===== config.mk =====
export PLATFORM = sky130hd
export DESIGN_NAME = mod_100_flat
export DESIGN_NICKNAME = d
export VERILOG_FILES = /design/src/rtl/mod_100_if.sv /design/src/rtl/mod_100.sv /design/src/flat_wrapper.sv
export SDC_FILE = /design/constraint.sdc
export NUM_CORES = 1
export LEC_CHECK = 0
export ABC_CLOCK_PERIOD_IN_PS = 3000
export CAP_MARGIN = 5
export CORE_AREA = 4 4 41 43
export DETAILED_ROUTE_END_ITERATION = 7
export DIE_AREA = 0 0 45 47
export HOLD_SLACK_MARGIN = 0.1
export PLACE_DENSITY = 0.75
export SETUP_SLACK_MARGIN = 0.15
export SYNTH_ARGS = -nofsm -noshare
export SYNTH_HDL_FRONTEND = slang
export SYNTH_SLANG_ARGS = --single-unit

===== constraint.sdc =====
create_clock -name clk -period 3 [get_ports clk]
set_input_delay 0.9 -clock clk [delete_from_list [all_inputs] [get_ports clk]]
set_output_delay 0.9 -clock clk [all_outputs]
set_load 0.03 [all_outputs]

===== src/rtl/mod_100_if.sv =====
//------------------------------------------------------------------------------
// Module      : mod_100_if
// Description : Control and timing bundle for the modulo-DIVISOR counter /
//               clock divider.
//               BCD digits are present only when MOD_100_BCD_EN is defined.
// Revision    : 1.0 - initial release
//------------------------------------------------------------------------------
`default_nettype none

interface mod_100_if #(
    parameter int CW = 7
);
    logic          en;
    logic          clk_mod;
    logic          tick;
    logic [CW-1:0] count;
`ifdef MOD_100_BCD_EN
    logic [3:0]    bcd_tens;
    logic [3:0]    bcd_units;

    modport master (output en, input clk_mod, input tick, input count,
                    input bcd_tens, input bcd_units);
    modport slave  (input en, output clk_mod, output tick, output count,
                    output bcd_tens, output bcd_units);
`else
    modport master (output en, input clk_mod, input tick, input count);
    modport slave  (input en, output clk_mod, output tick, output count);
`endif
endinterface

`default_nettype wire


===== src/rtl/mod_100.sv =====
//------------------------------------------------------------------------------
// Module      : mod_100
// Description : Free-running modulo-DIVISOR counter with 50% divided clock,
//               wrap tick and optional BCD digits (macro MOD_100_BCD_EN).
// Revision    : 1.0 - initial release
//------------------------------------------------------------------------------
`default_nettype none

module mod_100 #(
    parameter int DIVISOR = 100,
    parameter int CW      = $clog2(DIVISOR)
) (
    input  wire logic clk,
    input  wire logic rst,
    mod_100_if.slave  bus
);

    localparam logic [CW-1:0] c_LAST = CW'(DIVISOR - 1);
    localparam logic [CW-1:0] c_HALF = CW'(DIVISOR / 2);

    logic [CW-1:0] count_q;
    logic [CW-1:0] count_d;
    logic          clk_mod_q;
    logic          tick_q;
    logic          wrap;

    always_comb begin
        wrap    = (count_q == c_LAST);
        count_d = wrap ? '0 : count_q + CW'(1);
    end

    // Disabled cycles freeze everything except tick, which drops so a wrap
    // pulse is never stretched by a pause.
    always_ff @(posedge clk) begin
        if (rst) begin
            count_q   <= '0;
            clk_mod_q <= 1'b0;
            tick_q    <= 1'b0;
        end else if (bus.en) begin
            count_q   <= count_d;
            clk_mod_q <= (count_d >= c_HALF);
            tick_q    <= wrap;
        end else begin
            tick_q    <= 1'b0;
        end
    end

    assign bus.count   = count_q;
    assign bus.clk_mod = clk_mod_q;
    assign bus.tick    = tick_q;

`ifdef MOD_100_BCD_EN
    logic [3:0] tens_q;
    logic [3:0] tens_d;
    logic [3:0] units_q;
    logic [3:0] units_d;

    always_comb begin
        tens_d  = tens_q;
        units_d = units_q + 4'd1;
        if (wrap) begin
            tens_d  = 4'd0;
            units_d = 4'd0;
        end else if (units_q == 4'd9) begin
            tens_d  = tens_q + 4'd1;
            units_d = 4'd0;
        end
    end

    always_ff @(posedge clk) begin
        if (rst) begin
            tens_q  <= 4'd0;
            units_q <= 4'd0;
        end else if (bus.en) begin
            tens_q  <= tens_d;
            units_q <= units_d;
        end
    end

    assign bus.bcd_tens  = tens_q;
    assign bus.bcd_units = units_q;
`endif

endmodule

`default_nettype wire


===== src/flat_wrapper.sv =====
// flat-port wrapper written by rule: the top's interface ports become plain ports
module mod_100_flat 
#(
    parameter int DIVISOR = 100,
    parameter int CW      = $clog2(DIVISOR)
)
  (clk, rst, bus_en, bus_clk_mod, bus_tick, bus_count);
  mod_100_if #(.CW(CW)) bus_i ();
  input  wire logic clk;
  input  wire logic rst;
  input wire logic [$bits(bus_i.en)-1:0] bus_en;
  output wire logic [$bits(bus_i.clk_mod)-1:0] bus_clk_mod;
  output wire logic [$bits(bus_i.tick)-1:0] bus_tick;
  output wire logic [$bits(bus_i.count)-1:0] bus_count;
  assign bus_i.en = bus_en;
  assign bus_clk_mod = bus_i.clk_mod;
  assign bus_tick = bus_i.tick;
  assign bus_count = bus_i.count;
  mod_100 #(.DIVISOR(DIVISOR), .CW(CW)) u_core (.clk(clk), .rst(rst), .bus(bus_i));
endmodule

## After elaboration in Yosys (flattened, before gate mapping)

Index checks and enable logic that the tools add are counted.

| word-level totals | value |
|---|---|
| bits in read-only memories | 0 |
| register bits after elaboration | 9 |
| output and inout bits | 9 |
| memories kept | 0 |
| bits in latches | 0 |
| memory bits (writable) | 0 |

| cells by class | value |
|---|---|
| magnitude comparators | 1 |
| add/subtract/negate cells | 1 |
| reduce and logical (&&, ||, !) cells | 1 |
| div/mod/pow operators | 0 |
| bitwise logic cells | 1 |
| mux-type cells | 1 |
| equality and inequality tests | 1 |
| multipliers | 0 |
| shifts and indexed selects | 0 |

Operators by type and width:

| operator | count |
|---|---|
| 7-bit by 1-bit adder with 7-bit output (second input constant) | 1 |
| 7-bit == test (second input constant) | 1 |
| 7-bit by 6-bit greater-or-equal comparator with 1-bit output (second input constant) | 1 |
| 7-bit two-way mux | 1 |
| 2-bit OR reduction | 1 |
| 1-bit inverter | 1 |

## Longest topological paths before layout

| depth | value |
|---|---|
| depth in word-level cells | 3 |
| mapped depth | 6 |

## Least setup slack after synthesis

OpenSTA, ideal clock, no wires.

| timing | value |
|---|---|
| path type | input to register |
| from | input bus_en |
| to | register u_core.count_q[6] (netlist: u_core.bus.count[6]) |
| buffers on the path | 1 |
| data arrival time | 1.755 ns |
| library setup time | 0.070 ns |
| cell stages on the path | 4 |
| path slack | 1.174 ns |
| cells stage by stage | clkbuf_1 inv_1 or3_1 a21oi_1 |

RTL lines:

| item | line | source |
|---|---|---|
| start, declared | flat_wrapper.sv:11 | `input wire logic [$bits(bus_i.en)-1:0] bus_en;` |
| end signal, assigned | mod_100.sv:40 | `count_q <= count_d;` |
| end, declared | mod_100.sv:21 | `logic [CW-1:0] count_q;` |

## Worst setup path in the final report

| timing | value |
|---|---|
| from | register u_core.count_q[4] (netlist: u_core.bus.count[4]) |
| to | output bus_count[4] |

RTL lines:

| item | line | source |
|---|---|---|
| end, declared | flat_wrapper.sv:14 | `output wire logic [$bits(bus_i.count)-1:0] bus_count;` |

No word-level cell between the ends.

==> summary.txt <==
Global routing
  • First-pass GRT wire length: 1790 um
  • Antenna violations before repair: 0
  • GRT met2 Usage: roughly 17%
  • Met3 track demand over resource in global routing: under 10%
  • Highest-utilization routing layer at the global route stage: met2
  • Global-route usage over all layers: 11.6%
  • Remaining global-route overflow: 0
  • Maximum number of pins on one net before global-route repair: 11
  • Number of global-route vias before repair: 430
  • M1 GR Usage: between 10% and 20%

Power and ir drop
  • Cell Pwr Density: about 380 nW/um^2
  • Logic pwr share: roughly an eighth
  • Int Power: roughly 0.19 mW
  • Net load switching power: about 0.061 mW
  • Peak supply drop: around 250 uV
  • Total leakage power: roughly 0.24 nW
  • Switching share of power: about a quarter
  • Clock network fraction of design power: 37.0%
  • Register share of total power: between 50% and 60%

Logic synthesis
  • Fraction of the mapped netlist area in compound gates: 17.5%
  • Simple logic cell fraction of the synthesized area: between 20% and 30%
  • Mean cell area of the mapped netlist: between 8 and 9 sq um
  • Dominant combinational cell family by area after synthesis: simple AND/OR/NAND/NOR gates
  • Post-synthesis share of cell area spent on xor and xnor gates: a little under 7%
  • YS warnings: 0
  • Mapped Nets: 67
  • Sequential element share of the synthesized area: around a third
  • Synthesized instance count: between 60 and 70
  • Arithmetic-cell share of the synthesized area counting full adders, half adders and majority gates: under 10%
  • Synth unique cells: 29
  • Count of state elements after synthesis: 9
  • Proportion of synthesized area in mux cells: between 4 and 5%
  • Post-Syn Area: around 520 sq um

Final layout
  • Area Growth Syn to Fin: 24.8%
  • Layout cell share with drive strength beyond 1: under 10%
  • Count of filler cells inserted in the layout: 126
  • Total non-filler cell area in the finished layout: ~650 sq um
  • Leading cell types in the layout, fill and taps excluded: clkdlybuf4s50_1, dfxtp_1, nor2_1
  • Most common cell after layout, fill and taps aside: clkdlybuf4s50_1
  • Post-layout nets: roughly 80
  • Ant. Diodes: 0

Routing
  • Total via count after detailed routing: roughly 480
  • Number of nets with antenna violations after routing: 0
  • DR vias/cell: about 5.4
  • Total detailed-routing wirelength: 1040 um
  • Number of search-and-repair iterations in the first detailed-routing pass: 4
  • Average routed wire per standard cell: 11.8 um
  • DRC violation count after routing: 0
  • DRC marker count from the first detailed-route iteration: 5

Critical path
  • Library cell contributing the largest single delay on the critical path: clkdlybuf4s50_1
  • Crit-path cells: clkdlybuf4s50_1
  • Startpoint kind of the worst setup timing path: flop
  • Critical setup path kind: flop to output pin
  • Peak fanout along the critical path: 10
  • Max stage delay on crit path: around 0.74 ns
  • Dominant delay contributor by cell family on the critical path: buffers and inverters
  • Category of the worst setup path capture point: output pin
  • Buffering stage count on the worst path with inverters included: 1
  • Data required, critical path: around 2.1 ns
  • Arrival time reported for the critical path endpoint: around 1.5 ns

Place
  • Number of port buffers: 11
  • Area post-placement: between 600 and 700 sq um
  • HPWL after detailed placement: 765 um
  • Final Wtd Congestion: slightly below 0.8

Die
  • Standard-cell rows: 13
  • DIE HEIGHT: between 40 and 50 um
  • Die area: ~2100 sq um
  • Die width: ~45 um
  • Area inside the core boundary: 1300 sq um
  • Starting utilization of the core area: roughly two fifths
  • I/O pin total: 12

Clock network
  • Num Clock Sinks: 9
  • Clock transition time at the flip-flop clock pins of the worst setup and hold paths: 0.06 ns
  • Cts-stage hold buffer count: 0
  • Maximum level of the CTS H-tree: 1
  • Maximum number of buffers from clock root to sink: 2
  • TritonCTS clock tree: yes
  • Number of buffers created by CTS: 3
  • Clock network latency to the later pin of the worst-skew pair: 0.26 ns
  • Post-CTS Setup Bufs: 0
  • Gates resized, CTS repair: 0
  • Root Buffer: clkbuf_4

Min path
  • Class of the tightest hold or removal check: flop to flop

Timing
  • Post-layout minimum cycle time: ~2.4 ns
  • Share of the clock period used by the worst path: roughly four fifths
  • Post-route clock skew: between 0.007 and 0.008 ns
  • Count of final max-slew check failures: 0
  • Setup TNS: 0 ns
  • Setup repair after global routing missed its margin: no
  • Final hold violation count: 0
  • Transition time of the tightest slew-check pin: ~0.35 ns
  • Finish-stage setup viols: 0
  • Fmax: 0.415 GHz
  • Headroom to the max-slew limit: roughly 77%

Flow run
  • Max-Cap Viols: 0

Run status
  • Status: complete, no violations
## worst reg2reg max path, stage by stage, from the launching register on
cell and delay, ns:
dfxtp_1 0.42, ha_1 0.25, and3_1 0.30, mux2_2 0.36, a32oi_1 0.19, o22ai_1 0.09
## cell usage after synthesis
| cell | count | area [sq um] |
|---|---|---|
| a211oi_1 | 2 | 15.0 |
| a21oi_1 | 5 | 25.0 |
| a31oi_1 | 1 | 6.26 |
| a32oi_1 | 2 | 17.5 |
| and3_1 | 2 | 12.5 |
| and4_2 | 1 | 10.0 |
| and4bb_2 | 1 | 12.5 |
| buf_4 | 1 | 7.51 |
| buf_6 | 1 | 11.3 |
| clkbuf_1 | 2 | 7.51 |
| dfxtp_1 | 9 | 180 |
| ha_1 | 2 | 25.0 |
| inv_1 | 3 | 11.3 |
| mux2_2 | 1 | 11.3 |
| mux2i_1 | 1 | 10.0 |
| nand2_1 | 5 | 18.8 |
| nand2b_1 | 1 | 6.26 |
| nand3_1 | 2 | 10.0 |
| nand3b_1 | 1 | 7.51 |
| nor2_1 | 6 | 22.5 |
| nor2b_1 | 2 | 12.5 |
| nor3_1 | 1 | 5.00 |
| o211ai_1 | 1 | 7.51 |
| o21ai_0 | 1 | 5.00 |
| o22ai_1 | 1 | 6.26 |
| o32ai_1 | 1 | 8.76 |
| or3_1 | 2 | 12.5 |
| xnor2_1 | 1 | 8.76 |
| xor2_1 | 3 | 26.3 |
## metal layers
| layer | vias to the layer above | routed length, um |
|---|---|---|
| met4 | 0 | 0 |
| met2 | 20 | 468 |
| met3 | 0 | 126 |
| li1 | 244 | - |
| met5 | - | 0 |
| met1 | 214 | 443 |
## cell families after synthesis
| group | count (synthesis) |
|---|---|
| simple gates | 24 |
| compound gates | 14 |
| flops | 9 |
| buf+inv | 7 |
| xor+xnor | 4 |
| mux | 2 |
| fa+ha+maj | 2 |
## metrics by stage
step                      hold slack [ns]  instances  total power, mW  worst slack, ns  utilization, %
after floorplan                     0.644         62            0.147             1.17               -
after global placement              0.531         84            0.158            0.739            47.9
after detailed placement            0.541         84            0.158            0.687            47.9
after CTS                           0.551         88            0.250            0.586            49.9
after global routing                0.573         88            0.260            0.510            49.9
final                               0.550         88            0.247            0.588            49.9
## state kept, by name, summed over array words and instances (netlist names)
register and count:
u_core.bus.clk_mod 1, u_core.bus.count 7, u_core.bus.tick 1
## path summary, 6_finish.rpt
| path | endpoint | from | slack [ns] | depth (start not counted) |
|---|---|---|---|---|
| max | bus_count[4] | u_core.bus.count[4]$_SDFFE_PP0P_ | 0.59 | 1 |
| min | u_core.bus.count[6]$_SDFFE_PP0P_ | u_core.bus.count[6]$_SDFFE_PP0P_ | 0.55 | 2 |
| max reg2reg | u_core.bus.clk_mod$_SDFFE_PP0P_ | u_core.bus.count[0]$_SDFFE_PP0P_ | 1.26 | 5 |
| min reg2reg | u_core.bus.count[6]$_SDFFE_PP0P_ | u_core.bus.count[6]$_SDFFE_PP0P_ | 0.55 | 2 |
## power groups by stage
stage / clock network [mW] / registers (mW) / logic (mW)
after floorplan: 0 / 0.133 / 0.0137
after global placement: 0 / 0.129 / 0.0290
after detailed placement: 0 / 0.129 / 0.0293
after CTS: 0.0944 / 0.126 / 0.0295
after global routing: 0.101 / 0.127 / 0.0324
final: 0.0913 / 0.126 / 0.0294
## cell type report
class	count	area, sq um	area share (%)
tap	15	18.8	2.89
sequential	9	180	27.7
timing repair buffer	11	110	17.0
multi-input combinational	46	303	46.6
clock buffer	4	26.3	4.05
inverter	3	11.3	1.73
Power figures use the tool's default switching activity.
